--- config.mk ---
export PLATFORM = sky130hd
export DESIGN_NAME = pc_redirect_stage
export DESIGN_NICKNAME = d
export VERILOG_FILES = /design/src/rtl/ppu_pkg.sv /design/src/rtl/pc_redirect_stage_sat_counter.sv /design/src/rtl/pc_redirect_stage.sv
export SDC_FILE = /design/constraint.sdc
export NUM_CORES = 1
export LEC_CHECK = 0
export CAP_MARGIN = 0
export CORE_UTILIZATION = 48
export DETAILED_ROUTE_END_ITERATION = 16
export PLACE_DENSITY = 0.86
export SYNTH_ARGS = -nofsm -noshare
export SYNTH_HDL_FRONTEND = slang
export SYNTH_SLANG_ARGS = --single-unit
export TNS_END_PERCENT = 100
--- constraint.sdc ---
create_clock -name clk -period 4.78 [get_ports clk]
set_input_delay 0.478 -clock clk [delete_from_list [all_inputs] [get_ports clk]]
set_output_delay 0.478 -clock clk [all_outputs]
set_load 0.01 [all_outputs]
--- src/rtl/ppu_pkg.sv ---
// Shared types and constants for the PPU program-counter stage.
package ppu_pkg;

   typedef enum logic {
      RUN  = 1'b0,
      HALT = 1'b1
   } pc_state_t;

   localparam int unsigned PC_INCR      = 4;
   localparam int unsigned PC_W_DEF     = 32;
   localparam logic [31:0] RESET_PC_DEF = 32'h0000_0000;
   localparam int unsigned CNT_W_DEF    = 16;

endpackage

--- src/rtl/pc_redirect_stage_sat_counter.sv ---
// Saturating up-counter: holds at all-ones instead of wrapping.
module sat_counter #(
   parameter int unsigned CNT_W = 16
) (
   input  logic             clk,
   input  logic             reset,
   input  logic             inc,
   output logic [CNT_W-1:0] count
);

   logic [CNT_W-1:0] count_q;
   logic [CNT_W-1:0] count_d;

   always_comb begin
      count_d = count_q;
      if (inc && (count_q != {CNT_W{1'b1}})) begin
         count_d = count_q + 1'b1;
      end
   end

   always_ff @(posedge clk) begin
      if (reset) begin
         count_q <= '0;
      end else begin
         count_q <= count_d;
      end
   end

   assign count = count_q;

endmodule

--- src/rtl/pc_redirect_stage.sv ---
// PC stage: sequential fetch, load-use stall, EX-stage redirect with flushes,
// and a sticky HALT on a misaligned redirect target.
module pc_redirect_stage
   import ppu_pkg::*;
#(
   parameter int unsigned      PC_W     = PC_W_DEF,
   parameter logic [PC_W-1:0]  RESET_PC = PC_W'(RESET_PC_DEF),
   parameter int unsigned      CNT_W    = CNT_W_DEF
) (
   input  logic             clk,
   input  logic             reset,
   input  logic             conditionalS,
   input  logic             jump,
   input  logic [PC_W-1:0]  target_addr,
   input  logic             stall,
   output logic [PC_W-1:0]  pc,
   output logic [PC_W-1:0]  npc,
   output logic             if_id_flush,
   output logic             id_ex_flush,
   output logic             misalign_fault,
   output logic             halted,
   output logic [CNT_W-1:0] taken_cnt
);

   pc_state_t       state_q, state_d;
   logic [PC_W-1:0] pc_q, pc_d;
   logic            fault_q, fault_d;

   logic            redirect_req;
   logic            aligned;
   logic            running;
   logic            accept;
   logic            misalign;
   logic [PC_W-1:0] pc_inc;

   always_comb begin
      redirect_req = conditionalS | jump;
      aligned      = (target_addr[1:0] == 2'b00);
      running      = (state_q == RUN);
      accept       = running & redirect_req & aligned;
      misalign     = running & redirect_req & ~aligned;
      pc_inc       = pc_q + PC_W'(PC_INCR);

      // Redirect beats stall; a misaligned target freezes everything.
      pc_d    = pc_q;
      state_d = state_q;
      fault_d = 1'b0;
      if (accept) begin
         pc_d = target_addr;
      end else if (misalign) begin
         state_d = HALT;
         fault_d = 1'b1;
      end else if (running && !stall) begin
         pc_d = pc_inc;
      end

      // Combinational outputs are forced quiet while reset is asserted.
      if_id_flush = ~reset & accept;
      id_ex_flush = ~reset & (accept | (running & ~redirect_req & stall));
      halted      = ~reset & ~running;
      npc         = reset ? '0 : pc_inc;
   end

   always_ff @(posedge clk) begin
      if (reset) begin
         pc_q    <= RESET_PC;
         state_q <= RUN;
         fault_q <= 1'b0;
      end else begin
         pc_q    <= pc_d;
         state_q <= state_d;
         fault_q <= fault_d;
      end
   end

   sat_counter #(
      .CNT_W (CNT_W)
   ) u_taken_cnt (
      .clk   (clk),
      .reset (reset),
      .inc   (accept),
      .count (taken_cnt)
   );

   assign pc             = pc_q;
   assign misalign_fault = fault_q;

endmodule

Word-level counts from Yosys, hierarchy flattened:

Cells that the tools add are included.
W data, S select, Z words.

* add/subtract/negate cells: 2
* equality and inequality tests: 2
* mux-type cells: 5
* bitwise gates (word level): 15
* reductions and logical operators: 8

Operators by type and width (count)
* $mux W32: 4
* $add A32 B3 Y32 const B: 1
* $add A16 B1 Y16 const B: 1
* $ne A16 B16 Y1 const B: 1
* $and A1 B1 Y1: 8
* $not A1 Y1: 5
* $reduce_and A2 Y1: 2
* $logic_and A1 B1 Y1: 2
* $logic_not A2 Y1: 1
* $ne A2 B1 Y1 const B: 1
* $or A1 B1 Y1: 2
* $reduce_bool A2 Y1: 1
* $reduce_or A2 Y1: 1
* $logic_not A1 Y1: 1
* $mux W1: 1

* flip-flop bits (word level): 50
* input port bits: 37
* output and inout port bits: 84
* logic and storage cells: 36

Depth between registers and ports, before layout:

Gate-level depths: netlist of the first run.

* depth after elaboration: 6
* gate-level depth with buffers: 8

Hierarchy:

From an unflattened synthesis of the first run, not the netlist that was laid out.

* cell total of the unflattened synthesis: 435
* area, all modules: 3374.5 um^2

Modules (own cells, without submodules)
* pc_redirect_stage: instances 1, cells an instance 336, area each 2526.2 um^2, sequential area each 680.7 um^2
* sat_counter: instances 1, cells an instance 99, area each 848.3 um^2, sequential area each 320.3 um^2

Worst setup path before layout of the first run:

OpenSTA, ideal clock, no wires.

* kind: register to output
* start point: register pc_q[3], in the netlist pc[3]
* end point: output npc[30]
* data arrival time: 1.909 ns
* slack: 2.393 ns
* stages on the path, launching flop included: 9
* path through: dfxtp_1 > ha_1 > clkbuf_1 > nand2_1 > nor4_2 > buf_2 > nand4_1 > xor2_1 > nor2_1

* longest elaborated chain between the ends: 2

RTL lines
* from (decl): RTL line pc_redirect_stage.sv:26 `logic [PC_W-1:0] pc_q, pc_d;`
* from (signal assigned): RTL line pc_redirect_stage.sv:70 `pc_q <= pc_d;`
* $add A32 B3 Y32: RTL line pc_redirect_stage.sv:42 `pc_inc = pc_q + PC_W'(PC_INCR);`
* $mux W32: RTL line pc_redirect_stage.sv:61 `npc = reset ? '0 : pc_inc;`
* to (decl): RTL line pc_redirect_stage.sv:17 `output logic [PC_W-1:0] npc,`

No other way between the ends.

Worst setup path in the final report of the first run:

* start point: register pc_q[2], in the netlist pc[2]
* end point: output npc[16]

Same word-level chain as after synthesis.

==> metrics.md, run 1 <==
| Metric | Value |
|---|---|
| Status | `finished clean` |
| # rows | `29` |
| F_max | `307 MHz` |
| Filler cell count | `525` |
| PD cells | `slightly below 200 nW/um^2` |
| Antenna Nets Post-Route | `0` |
| Top FF cell, synth | `dfxtp_1` |
| Vias | `3579` |
| Hold Crit Endpoint | `u_taken_cnt.count[9]$_SDFFE_PP0P_` |
| Final setup fails | `0` |
| First-pass DRT Iterations | `5` |
| Number of global-route vias before repair | `3342` |
| Asr flop ratio synth | `0%` |
| Core ar. | `between 6000 and 7000 sq um` |
| Cells after Synth | `415` |
| Finished Layout Cells | `598` |
| Final WS setup | `1.52 ns` |
| DR DRC count | `0` |
| PortBufs | `120` |
| Initial antenna violation count | `0` |
| Vias per cell | `5.98` |
| GRT Util Overall | `27.7%` |
| Largest net degree at the start of global routing | `47` |
| CP Capture Type | `output pin` |
| Worst hold path depth | `2` |
| Hold path startpoint | `u_taken_cnt.count[9]$_SDFFE_PP0P_` |
| GPL Wtd Cong | `0.839` |
| Synth area leaders | `dfxtp_1, nor2_1, xor2_1` |
| Skew-Pair Late Insertion Delay | `0.32 ns` |
| GR Util met3 | `between 4 and 5%` |
| Synthesized Nets | `~450` |
| DIE AREA | `6980 sq um` |
| Total wire length | `9560 um` |
| Final nets | `between 500 and 600` |
| RSZ-0062 raised after global routing | `no` |
| Leak | `~1.5 nW` |
| Period minus WS final | `3.26 ns` |
| Reg2Reg Depth | `6` |
| Layout cells sized above 1 | `under 10%` |
| WP data arrival | `2.78 ns` |
| Max-slew violations | `0` |
| Reg-to-reg critical path endpoint | `pc[23]$_SDFFE_PP0P_` |
| Clock Path Buffers | `2` |
| Sequential element share of the synthesized area | `between 30% and 40%` |
| Setup TNS | `0 ns` |
| Dpl cell area | `between 4000 and 5000 sq um` |
| First-pass GRT wire length | `16100 um` |
| Initial Util | `50.0%` |
| Type of the worst min-delay path | `reg2reg` |
| Crit Path Max Fanout | `14` |
| Placed insts | `590` |
| Slew @ Worst Pin | `0.901 ns` |
| Hold-fix buffers, CTS | `0` |
| Post_cts resized | `0` |
| Rel. slew slack | `between 30% and 40%` |
| YS warnings | `0` |
| Most Crowded Layer GR | `met2` |
| Wire length per cell | `around 16 um` |
| Yosys cell types | `51` |
| Count of final hold-check violations | `0` |
| M1 GR Usage | `36.5%` |
| Period utilisation layout | `68.2%` |
| Top cell type's share of synthesized area | `31.3%` |
| Synthesis-to-layout area growth | `41.2%` |
| CTS root buf | `clkbuf_8` |
| Max cap viols | `0` |
| Total CTS buffers | `5` |
| Mapped Area | `between 3000 and 4000 sq um` |
| Met2 GRT Util | `46.2%` |
| CTS sink cnt | `50` |
| Placed wire-length estimate | `6990 um` |
| Io pins | `between 100 and 150` |
| Die span in x | `83.6 um` |
| CTS tree | `built` |
| Peak supply drop | `0.139 mV` |
| Avg Cell Area, Syn | `7.69 sq um` |
| DP Worst Slack | `1.87 ns` |
| Post-synth EDFFs | `0` |
| Critical path class | `reg2out` |
| Required time worst endpoint | `4.30 ns` |
| Worst setup SP type | `flip-flop` |
| #FFs+latches synth | `50` |
| Total gr overflow | `0` |
| Worst reg2reg path startpoint | `state_q$_SDFFE_PP0P_` |
| H-tree Lvls | `2` |
| Clk slew on worst S/H paths | `0.11 ns` |
| Ant diodes | `0` |
| Synth area leader | `dfxtp_1` |
| Worst reg-to-reg setup slack | `roughly 2.4 ns` |
| DRT iter0 DRCs | `235` |
| Post-CTS setup buffers | `0` |
| Final Cell Area | `about 4500 sq um` |
| Hold WS | `0.545 ns` |
| Die H | `83.6 um` |
| Post-route clock skew | `between 0.009 and 0.01 ns` |
[critical path, cell delays in order (launching register included)]
cell,delay (ns)
dfxtp_1,0.54
ha_1,0.44
nand2_1,0.12
nor4_2,0.15
buf_4,0.24
nand3_1,0.14
xor2_1,0.18
nor2_1,0.11
clkdlybuf4s50_1,0.56
[logic make-up after synthesis]
kind of cell | share of synthesized area, %
flops | 31.3
xor+xnor | 11.2
mux | 0.940
fa+ha+maj | 0.784
compound gates | 16.0
simple gates | 35.7
buf+inv | 4.04
[placed cells by master, fill, tap and decap left out, types with 7 or more instances in the layout]
cell               n
xnor2_1           17
dfxtp_1           50
and3_1             8
clkdlybuf4s50_1  119
o21ai_0           19
nand3_1           18
or3_1              8
a31oi_1           13
xor2_1            24
nand2_1           37
nor2_1            68
nor3_1            10
and2_1             7
a21oi_1           11
nand4_1           10
and4_1             9
[state kept, by name, indices dropped and copies added (netlist names)]
register and flops:
pc 32, u_taken_cnt.count 16, misalign_fault 1, state_q 1
[through the flow]
stage / util (%) / power, mW
floorplan: - / 0.538
global placement: 69.1 / 0.631
detailed placement: 69.1 / 0.634
CTS: 70.6 / 0.895
global route: 70.6 / 0.930
finish: 70.6 / 0.894
[worst max-delay path by stage]
stage	startpoint	end	slack, ns	cells past startpoint
final	pc[2]$_SDFFE_PP0P_	npc[16]	1.52	8
after global routing	pc[14]$_SDFFE_PP0P_	npc[25]	1.32	6
after CTS	pc[2]$_SDFFE_PP0P_	npc[16]	1.53	8
after detailed placement	pc[2]$_SDFFE_PP0P_	npc[16]	1.87	8
after global placement	pc[4]$_SDFFE_PP0P_	npc[21]	1.92	6
after floorplan	pc[3]$_SDFFE_PP0P_	npc[30]	2.39	8
[routing by layer]
layer	part of all wire [%]	wire (um)
met1	42	4050
met2	49	4660
met4	1.9	185
met5	0	0
met3	6.9	661
[final cells by class]
| type | count | area (sq um) | share of cell area [%] |
|---|---|---|---|
| clock buffer | 5 | 68.8 | 1.53 |
| clock inverter | 3 | 25.0 | 0.555 |
| inverter | 4 | 15.0 | 0.333 |
| multi-input combinational | 334 | 2070 | 45.9 |
| sequential | 50 | 1000 | 22.2 |
| tap | 77 | 96.3 | 2.14 |
| timing repair buffer | 125 | 1230 | 27.4 |
[synthesized netlist by cell type (all sizes together), types with 6 or more instances]
| library cell | number |
|---|---|
| a31oi | 13 |
| clkbuf | 18 |
| nand3 | 19 |
| and3 | 8 |
| nand2 | 37 |
| and4 | 9 |
| or3 | 8 |
| nor3 | 11 |
| nor2 | 68 |
| a221o | 6 |
| a21oi | 11 |
| xnor2 | 17 |
| xor2 | 24 |
| nor4 | 10 |
| buf | 9 |
| o21ai | 21 |
| dfxtp | 50 |
| and2 | 7 |
| nand4 | 12 |
[power breakdown]
part,internal (mW),total (mW),switching (mW)
Combinational,0.0905,0.168,0.0775
Sequential,0.431,0.459,0.0277
Clock,0.106,0.267,0.161
(Power assumes the default switching activity.)
==> run 2: changes to the inputs <==
- CORE_UTILIZATION: 48 -> 45
- PLACE_DENSITY: 0.86 -> 0.82
- clock period: 4.78 -> 3.15 ns (I/O delays scaled with it)
==> metrics.md, run 2 (synthesis gave the netlist of run 1 again) <==
| Metric | Value |
|---|---|
| Status | `finished clean` |
| GPL Wtd Cong | `0.900` |
| Final WS setup | `0.0778 ns` |
| CTS tree | `built` |
| Post_cts resized | `0` |
| GRT Util Overall | `26.8%` |
| Period utilisation layout | `97.5%` |
| Hold Crit Endpoint | `pc[6]$_SDFFE_PP0P_` |
| Storage element area | `1000 sq um` |
| Worst setup SP type | `flip-flop` |
| Clock power share | `32.5%` |
| Antenna Nets Post-Route | `0` |
| Flop pwr share | `around half` |
| Crit Path Max Fanout | `7` |
| Max cap viols | `0` |
| Die span in x | `86.2 um` |
| Vias | `3623` |
| Core ar. | `6830 sq um` |
| Worst reg2reg path startpoint | `pc[2]$_SDFFE_PP0P_` |
| Wire length per cell | `16.2 um` |
| DRT iter0 DRCs | `270` |
| Period minus WS final | `about 3.1 ns` |
| Slew @ Worst Pin | `slightly above 0.6 ns` |
| Post-CTS setup buffers | `0` |
| Clk slew on worst S/H paths | `0.09 ns` |
| Switching Fraction | `27.3%` |
| First-pass DRT Iterations | `5` |
| Final nets | `566` |
| Total power | `1.43 mW` |
| Largest net degree at the start of global routing | `55` |
| H-tree Lvls | `2` |
| Number of global-route vias before repair | `3191` |
| Initial antenna violation count | `0` |
| Final core utilization | `about two thirds` |
| Hold WS | `approximately 0.43 ns` |
| DIE AREA | `7440 sq um` |
| Post-route clock skew | `0.00691 ns` |
| Most common cell after layout, fill and taps aside | `clkdlybuf4s50_1` |
| Net switching power | `0.389 mW` |
| Max reg flops | `32` |
| Layout cells sized above 1 | `~7.4%` |
| Total gr overflow | `0` |
| Final setup fails | `0` |
| Comb power frac | `18.7%` |
| Hold path startpoint | `reset` |
| Pint | `just over 1 mW` |
| Worst hold path depth | `2` |
| Filler cell count | `597` |
| Total CTS buffers | `5` |
| Max-slew violations | `0` |
| CTS root buf | `clkbuf_8` |
| Type of the worst min-delay path | `in2reg` |
| Required time worst endpoint | `approximately 2.8 ns` |
| Worst reg-to-reg setup slack | `0.93 ns` |
| Vias per cell | `a little under 6` |
| CTS sink cnt | `50` |
| Skew-Pair Late Insertion Delay | `0.31 ns` |
| Hold-fix buffers, CTS | `0` |
| Rel. slew slack | `58.6%` |
| Ant diodes | `0` |
| First-pass GRT wire length | `15800 um` |
| Multi-input gate area | `2090 sq um` |
| Reg2Reg Depth | `7` |
| DR DRC count | `0` |
| F_max | `325 MHz` |
| PD cells | `307 nW/um^2` |
| CP Capture Type | `output pin` |
| Setup TNS | `0 ns` |
| Reg-to-reg critical path endpoint | `pc[24]$_SDFFE_PP0P_` |
| Critical path class | `reg2out` |
| Count of final hold-check violations | `0` |
| DP Worst Slack | `~0.44 ns` |
| WP data arrival | `about 2.8 ns` |
| # rows | `30` |
| Total wire length | `10100 um` |
| Synthesis-to-layout area growth | `45.3%` |
| Clock Path Buffers | `2` |
| Leak | `1.57 nW` |
| Die H | `86.2 um` |
| PortBufs | `120` |
| Io pins | `between 100 and 150` |
| Placed wire-length estimate | `7330 um` |
| Peak supply drop | `0.174 mV` |
| Initial Util | `46.7%` |
| Most frequent cells in the layout | `clkdlybuf4s50_1, nor2_1, dfxtp_1` |
==> run 2: worst max-delay path by stage <==
| stage | startpoint | end | slack [ns] |
|---|---|---|---|
| after floorplan | pc[3]$_SDFFE_PP0P_ | npc[30] | 0.93 |
| after global placement | pc[10]$_SDFFE_PP0P_ | npc[27] | 0.44 |
| after detailed placement | pc[15]$_SDFFE_PP0P_ | npc[31] | 0.44 |
| after CTS | pc[10]$_SDFFE_PP0P_ | npc[22] | 0.08 |
| after global routing | pc[11]$_SDFFE_PP0P_ | npc[22] | -0.01 |
| final | pc[11]$_SDFFE_PP0P_ | npc[22] | 0.08 |
==> run 2: metrics by stage <==
stage	cell area, sq um	cells
5_1_grt	4640	624
3_3_place_gp	4500	616
4_1_cts	4610	624
2_1_floorplan	3190	415
6_report	4640	624
3_5_place_dp	4500	616
==> run 2: metal layers <==
metal	share of wire [%]	wire length, um	global-route usage (%)
met4	1.8	187	7.88
met1	42	4280	34.8
met3	8.7	877	5.24
met2	47	4780	45.2
met5	0	0	0
==> run 2: power groups by stage <==
stage	Clock (mW)	Combinational, mW	Sequential [mW]
2_1_floorplan	0	0.113	0.704
3_3_place_gp	0	0.262	0.706
3_5_place_dp	0	0.264	0.708
4_1_cts	0.470	0.266	0.694
5_1_grt	0.493	0.287	0.699
6_report	0.463	0.267	0.696
==> run 2: cell type report <==
type | instances | area share (%)
clock inverter | 2 | 0.809
clock buffer | 6 | 1.56
sequential | 50 | 21.6
inverter | 4 | 0.324
multi-input combinational | 334 | 45.1
tap | 96 | 2.59
timing repair buffer | 132 | 28.0
==> run 2: critical path, cell delays in order, from the launching register on <==
cell             delay, ns
dfxtp_1               0.47
nand4_2               0.27
or4_1                 0.66
nor4_4                0.22
xnor2_1               0.11
nor2_1                0.14
clkdlybuf4s50_1       0.56
